File: config.mk
export PLATFORM = sky130hd
export DESIGN_NAME = block_scroll_generator
export DESIGN_NICKNAME = d
export VERILOG_FILES = /design/src/rtl/block_scroll_generator_pkg.sv /design/src/rtl/block_scroll_generator_lfsr.sv /design/src/rtl/block_scroll_generator.sv
export SDC_FILE = /design/constraint.sdc
export NUM_CORES = 1
export LEC_CHECK = 0
export CORE_MARGIN = 2
export CORE_UTILIZATION = 52
export DETAILED_ROUTE_END_ITERATION = 10
export GPL_ROUTABILITY_DRIVEN = 1
export MAX_ROUTING_LAYER = met4
export PLACE_DENSITY = 0.78
export SETUP_SLACK_MARGIN = 0.3
export SLEW_MARGIN = 20
export SYNTH_ARGS = -nofsm -noshare
export SYNTH_HDL_FRONTEND = slang
export SYNTH_SLANG_ARGS = --single-unit
File: constraint.sdc
create_clock -name CLK -period 3 [get_ports CLK]
set_clock_uncertainty 0.15 [all_clocks]
set_input_delay 0.45 -clock CLK [delete_from_list [all_inputs] [get_ports CLK]]
set_output_delay 0.45 -clock CLK [all_outputs]
set_load 0.05 [all_outputs]
File: src/rtl/block_scroll_generator_pkg.sv
// block_scroll_generator_pkg: shared widths, playfield geometry and shape codes
package block_scroll_generator_pkg;
  localparam int SHAPE_ENCODE_LENGTH = 3;
  localparam int COORDINATE_LENGTH = 11;
  localparam int SCREEN_WIDTH = 640;
  localparam int SLOT_SPACING = 256;
  localparam int NUM_SLOTS = 4;
  localparam int NUM_SHAPE_CODES = 6;
  localparam logic [15:0] LFSR_SEED = 16'hACE1;
  typedef enum logic [SHAPE_ENCODE_LENGTH-1:0] {
    SHAPE_SQUARE, SHAPE_BAR_H, SHAPE_BAR_V, SHAPE_L, SHAPE_T, SHAPE_Z
  } shape_e;
  // Folds the out-of-range top codes back onto the legal range
  function automatic int map_shape(int r, int n);
    return r < n ? r : r - n;
  endfunction
endpackage

File: src/rtl/block_scroll_generator_lfsr.sv
// shape_lfsr: 16-bit Fibonacci LFSR (x^16+x^14+x^13+x^11+1) with step enable
// and a shape code derived from the current state.
module shape_lfsr
  import block_scroll_generator_pkg::*;
#(
  parameter logic [15:0] SEED = LFSR_SEED,
  parameter int SHAPE_W = SHAPE_ENCODE_LENGTH,
  parameter int NUM_SHAPES = NUM_SHAPE_CODES
) (
  input  logic               clk,
  input  logic               rst,
  input  logic               step_i,
  output logic [SHAPE_W-1:0] shape_o
);
  logic [15:0] q_q, q_d;
  always_comb q_d = step_i ? {q_q[0] ^ q_q[2] ^ q_q[3] ^ q_q[5], q_q[15:1]} : q_q;
  always_ff @(posedge clk) q_q <= rst ? SEED : q_d;
  assign shape_o = SHAPE_W'(map_shape(int'(q_q[SHAPE_W-1:0]), NUM_SHAPES));
endmodule

File: src/rtl/block_scroll_generator.sv
// block_scroll_generator: four scrolling obstacle slots with LFSR respawn shapes,
// a retire pulse and a saturating passed-block counter.
module block_scroll_generator
  import block_scroll_generator_pkg::*;
#(
  parameter int SHAPE_W = SHAPE_ENCODE_LENGTH,
  parameter int COORD_W = COORDINATE_LENGTH,
  parameter int NUM_SHAPES = NUM_SHAPE_CODES,
  parameter int SCREEN_W = SCREEN_WIDTH,
  parameter int SPACING = SLOT_SPACING,
  parameter logic [15:0] SEED = LFSR_SEED,
  parameter int CNT_W = 16
) (
  input  logic                       CLK,
  input  logic                       RESET,
  input  logic                       FRAME_TICK,
  input  logic                       RUN,
  input  logic [3:0]                 SPEED,
  output logic [NUM_SLOTS*SHAPE_W-1:0] BLOCK_SHAPE,
  output logic [NUM_SLOTS*COORD_W-1:0] BLOCK_START_X,
  output logic                       SCORE_PULSE,
  output logic [CNT_W-1:0]           PASSED_COUNT
);
  localparam int N = NUM_SLOTS;
  if (SCREEN_W + 3 * SPACING >= 2 ** COORD_W) begin : g_chk_screen
    $error("initial slot positions do not fit COORD_W");
  end
  if (N * SPACING + 15 >= 2 ** COORD_W) begin : g_chk_ring
    $error("respawn position does not fit COORD_W");
  end
  if (SPACING <= 15) begin : g_chk_spacing
    $error("SPACING must exceed the maximum SPEED");
  end
  if (N * SPACING < SCREEN_W) begin : g_chk_period
    $error("ring period shorter than the screen");
  end
  if (NUM_SHAPES <= 2 ** (SHAPE_W - 1) || NUM_SHAPES > 2 ** SHAPE_W) begin : g_chk_shapes
    $error("NUM_SHAPES out of range for SHAPE_W");
  end
  if (SEED == 16'h0) begin : g_chk_seed
    $error("SEED must be non-zero");
  end
  logic [COORD_W-1:0] x_q [N];
  logic [COORD_W-1:0] x_d [N];
  logic [SHAPE_W-1:0] shape_q [N];
  logic [SHAPE_W-1:0] shape_d [N];
  logic [SHAPE_W-1:0] new_shape;
  logic [N-1:0]       retire;
  logic               adv, pulse_q;
  logic [CNT_W-1:0]   cnt_q;
  assign adv = FRAME_TICK & RUN;
  shape_lfsr #(.SEED(SEED), .SHAPE_W(SHAPE_W), .NUM_SHAPES(NUM_SHAPES)) u_lfsr (
    .clk(CLK), .rst(RESET), .step_i(adv), .shape_o(new_shape)
  );
  // Retiring slots jump a full ring period ahead, so they never wrap through zero
  always_comb begin
    for (int k = 0; k < N; k++) begin
      retire[k] = adv && (x_q[k] < COORD_W'(SPEED));
      x_d[k] = retire[k] ? x_q[k] + COORD_W'(N * SPACING) - COORD_W'(SPEED)
             : adv ? x_q[k] - COORD_W'(SPEED) : x_q[k];
      shape_d[k] = retire[k] ? new_shape : shape_q[k];
    end
  end
  always_ff @(posedge CLK) begin
    if (RESET) begin
      for (int k = 0; k < N; k++) begin
        x_q[k] <= COORD_W'(SCREEN_W + k * SPACING);
        shape_q[k] <= '0;
      end
      pulse_q <= 1'b0;
      cnt_q <= '0;
    end else begin
      for (int k = 0; k < N; k++) begin
        x_q[k] <= x_d[k];
        shape_q[k] <= shape_d[k];
      end
      pulse_q <= |retire;
      cnt_q <= (|retire && !(&cnt_q)) ? cnt_q + 1'b1 : cnt_q;
    end
  end
  for (genvar i = 0; i < N; i++) begin : g_pack
    assign BLOCK_SHAPE[(N-1-i)*SHAPE_W +: SHAPE_W] = shape_q[i];
    assign BLOCK_START_X[(N-1-i)*COORD_W +: COORD_W] = x_q[i];
  end
  assign SCORE_PULSE = pulse_q;
  assign PASSED_COUNT = cnt_q;
endmodule

==> metrics.txt <==
status=finished, final reports clean; pin count of the biggest net entering global routing=59; GPL Wtd Cong=0.940; Horiz. Die Dim=120 um; total placed instance area=8820 um2; total global routing overflow=0; first drt pass iteration count=5; crit path buf inv count=5; Reg2Reg Depth=13; CP endpoint kind=flip-flop; count of pins over their slew limit=0; slowest cell on the critical path=or4_1; Setup crit start kind=flip-flop; CTS Root Cell=clkbuf_16; DIE AREA=14500 um2; Setup Crit Path Kind=reg2reg; setup TNS=0 ps; CP top delay family=buffers and inverters; WL/cell=16.7 um; CP Max Fanout=6; worst slew pin tran=562 ps; hold path depth=2; Max-slew headroom=62.5%; Final #Nets=1146; crit path cell chain=ha_1 > inv_1 > fa_2 > nand4_1 > o32ai_4 > o211a_4 > o41ai_4 > buf_4 > buf_4 > buf_4 > buf_6 > or4_1 > a21oi_1; unrepaired setup endpoints after global routing=yes; Clock Path Buffers=2; reg2reg end=PASSED_COUNT[14]; leak pwr=0.00393 uW; Initial Util=53.1%; Die Y-Extent=120 um; DRC viols=0; Syn Std Cell Area=7030 um2; Top-Level Pins=81; PD cells=448 nW/um2; Final setup viols=0; DR iter-0 viols=480; Post-synth ARST share=0%; GRT Total Usage=28.7%; Hold Path End=u_lfsr.q_q[8]; Max rail drop VDD=0.321 mV; overall power=4330 uW; post-route ant nets=0; P&R area growth vs syn=37.4%; clk sink count=89; PortBufs=80; Synth Register Bits=89; Util after Layout=73.0%; drt via density=5.70; Mapped Avg Cell Area=8.30 um2; CORE AREA=13200 um2; Worst Path Required=3150 ps; most used cell, CP=buf_4; worst hold path class=reg2reg; RR Startpoint=x_q[0][34]; antenna violations before repair=0; register area share after synthesis=25.3%; clock-pin slew on the worst setup and hold paths=80 ps; syn_nets=960; worst skew pair latency=370 ps; Routed WL=20300 um; Final Hold Viols=0; worst hold path startpoint=u_lfsr.q_q[9]; share of cells above drive strength 1=24.0%; via count=6922; main flop type after synthesis=dfxtp_1; Post-Synthesis Cells=847; Worst Path Arrival=2900 ps; CTS tree=done; total number of H-tree levels=3; Antenna Cells=0; FMAX=0.364 GHz; Cell Rows=42; Max Cap Viol=0; Post-synth EDFFs=0; Final Cycle Share=91.6%; crit-path max cell delay=400 ps; post-route cell area=9660 um2; DP Wirelength=13900 um; pre-CTS WS=-513 ps; Setup WS post-layout=252 ps; Synth Warn #=0; Synth cell types=68; R2R setup slack=250 ps; number of global-route vias before repair=6606; minimum clock period=2750 ps; first-pass GRT wire length=32500 um; total clock buffers created by CTS=9
[layer usage]
| layer | track usage (%) | routed length, um | part of all wire, % |
|---|---|---|---|
| met3 | 4.06 | 1020 | 5.0 |
| met2 | 46.9 | 9750 | 48 |
| met1 | 36.2 | 9060 | 45 |
| met5 | - | 0 | 0 |
| met4 | 10.8 | 499 | 2.5 |
[report_power, final]
| part | leakage, uW | total (uW) | internal, uW | switching (uW) |
|---|---|---|---|---|
| Clock | 0.000151 | 1190 | 598 | 595 |
| Sequential | 0.000734 | 1340 | 1260 | 88.3 |
| Combinational | 0.00305 | 1800 | 817 | 980 |
[metrics by stage]
| step | hold WS [ps] | cells |
|---|---|---|
| finish | 299 | 1214 |
| global route | 322 | 1214 |
| CTS | 302 | 1205 |
| detailed placement | 295 | 1169 |
| global placement | 290 | 1169 |
| floorplan | 282 | 847 |
[cell families after synthesis]
group	count (synthesis)	synth area share (%)
AO/OA/AOI/OAI	198	19.3
adder cells (fa/ha/maj)	105	20.4
XOR/XNOR	45	5.61
AND/OR/NAND/NOR	273	19.9
flip-flops	89	25.3
multiplexers	20	2.88
buffers and inverters	117	6.58
[sequential cells by signal, indices dropped and copies added (netlist names)]
signal	flops
PASSED_COUNT	16
shape_q	12
x_q	44
u_lfsr.q_q	16
SCORE_PULSE	1
[placed cells by master (no fill, tap or decap), drive strengths merged, types with 4 or more instances in the layout]
cell and count:
nor3 13, nand2b 19, o41ai 4, nand2 71, nand3 11, clkdlybuf4s50 75, nor2 69, ha 89
a211o 4, inv 89, or3 19, and3b 6, fa 16, and4 4, o21ai 29, or4 5
nand3b 13, nand4 6, o31ai 6, nor2b 11, a31oi 9, xnor2 32, o311ai 5, a211oi 28
nor3b 6, and2 4, a21oi 60, xor2 13, a21o 5, mux2i 18, and3 7, buf 129
dfxtp 89, o21bai 6, o211ai 6, clkbuf 11
[how the worst max path moves through the flow]
stage	start	slack, ps	depth (start not counted)	to
6_report	x_q[0][34]	250	13	PASSED_COUNT[14]
5_1_grt	SPEED[3]	200	16	PASSED_COUNT[14]
4_1_cts	SPEED[3]	260	14	PASSED_COUNT[5]
3_5_place_dp	SPEED[1]	-510	11	x_q[0][43]
3_3_place_gp	SPEED[1]	-450	11	x_q[0][43]
2_1_floorplan	SPEED[1]	220	12	PASSED_COUNT[1]
[what timing repair did]
action                     4_1_cts  5_1_grt
buffers inserted                18        8
hold buffers                     0        0
cloned                           2        1
setup endpoints to repair       60       29
gates resized for setup         53       40
pin swaps                       27       25
[worst register-to-register path: cells and delay by family (launching register included)]
family,cells,cell delay (ps)
compound gates,4,630
fa+ha+maj,2,400
buf+inv,5,640
flops,1,360
simple gates,2,530
[cells in the mapped netlist, types with 7 or more instances]
| library cell | n | share of area, % |
|---|---|---|
| nor3_1 | 13 | 0.93 |
| nor2_1 | 69 | 3.7 |
| nand3_1 | 11 | 0.78 |
| o21ai_0 | 28 | 2.0 |
| xnor2_1 | 32 | 4.0 |
| a31oi_1 | 9 | 0.80 |
| fa_1 | 16 | 4.6 |
| and3_1 | 7 | 0.62 |
| nor2b_1 | 11 | 0.98 |
| nand3b_1 | 13 | 1.4 |
| dfxtp_1 | 89 | 25 |
| nand2b_1 | 19 | 1.7 |
| xor2_1 | 13 | 1.6 |
| a21oi_1 | 57 | 4.1 |
| or3_1 | 19 | 1.7 |
| ha_1 | 89 | 16 |
| clkbuf_1 | 20 | 1.1 |
| inv_1 | 85 | 4.5 |
| nand2_1 | 71 | 3.8 |
| a211oi_1 | 28 | 3.0 |
| mux2i_1 | 18 | 2.6 |
[area by class of cell]
type / instances / area [um2]
multi-input combinational: 641 / 5130
fill: 1022 / 3580
timing repair buffer: 207 / 1860
sequential: 89 / 1820
inverter: 85 / 330
clock buffer: 9 / 225
tap: 176 / 220
clock inverter: 7 / 78.8
Note: power is estimated with default switching activity, not from simulation.
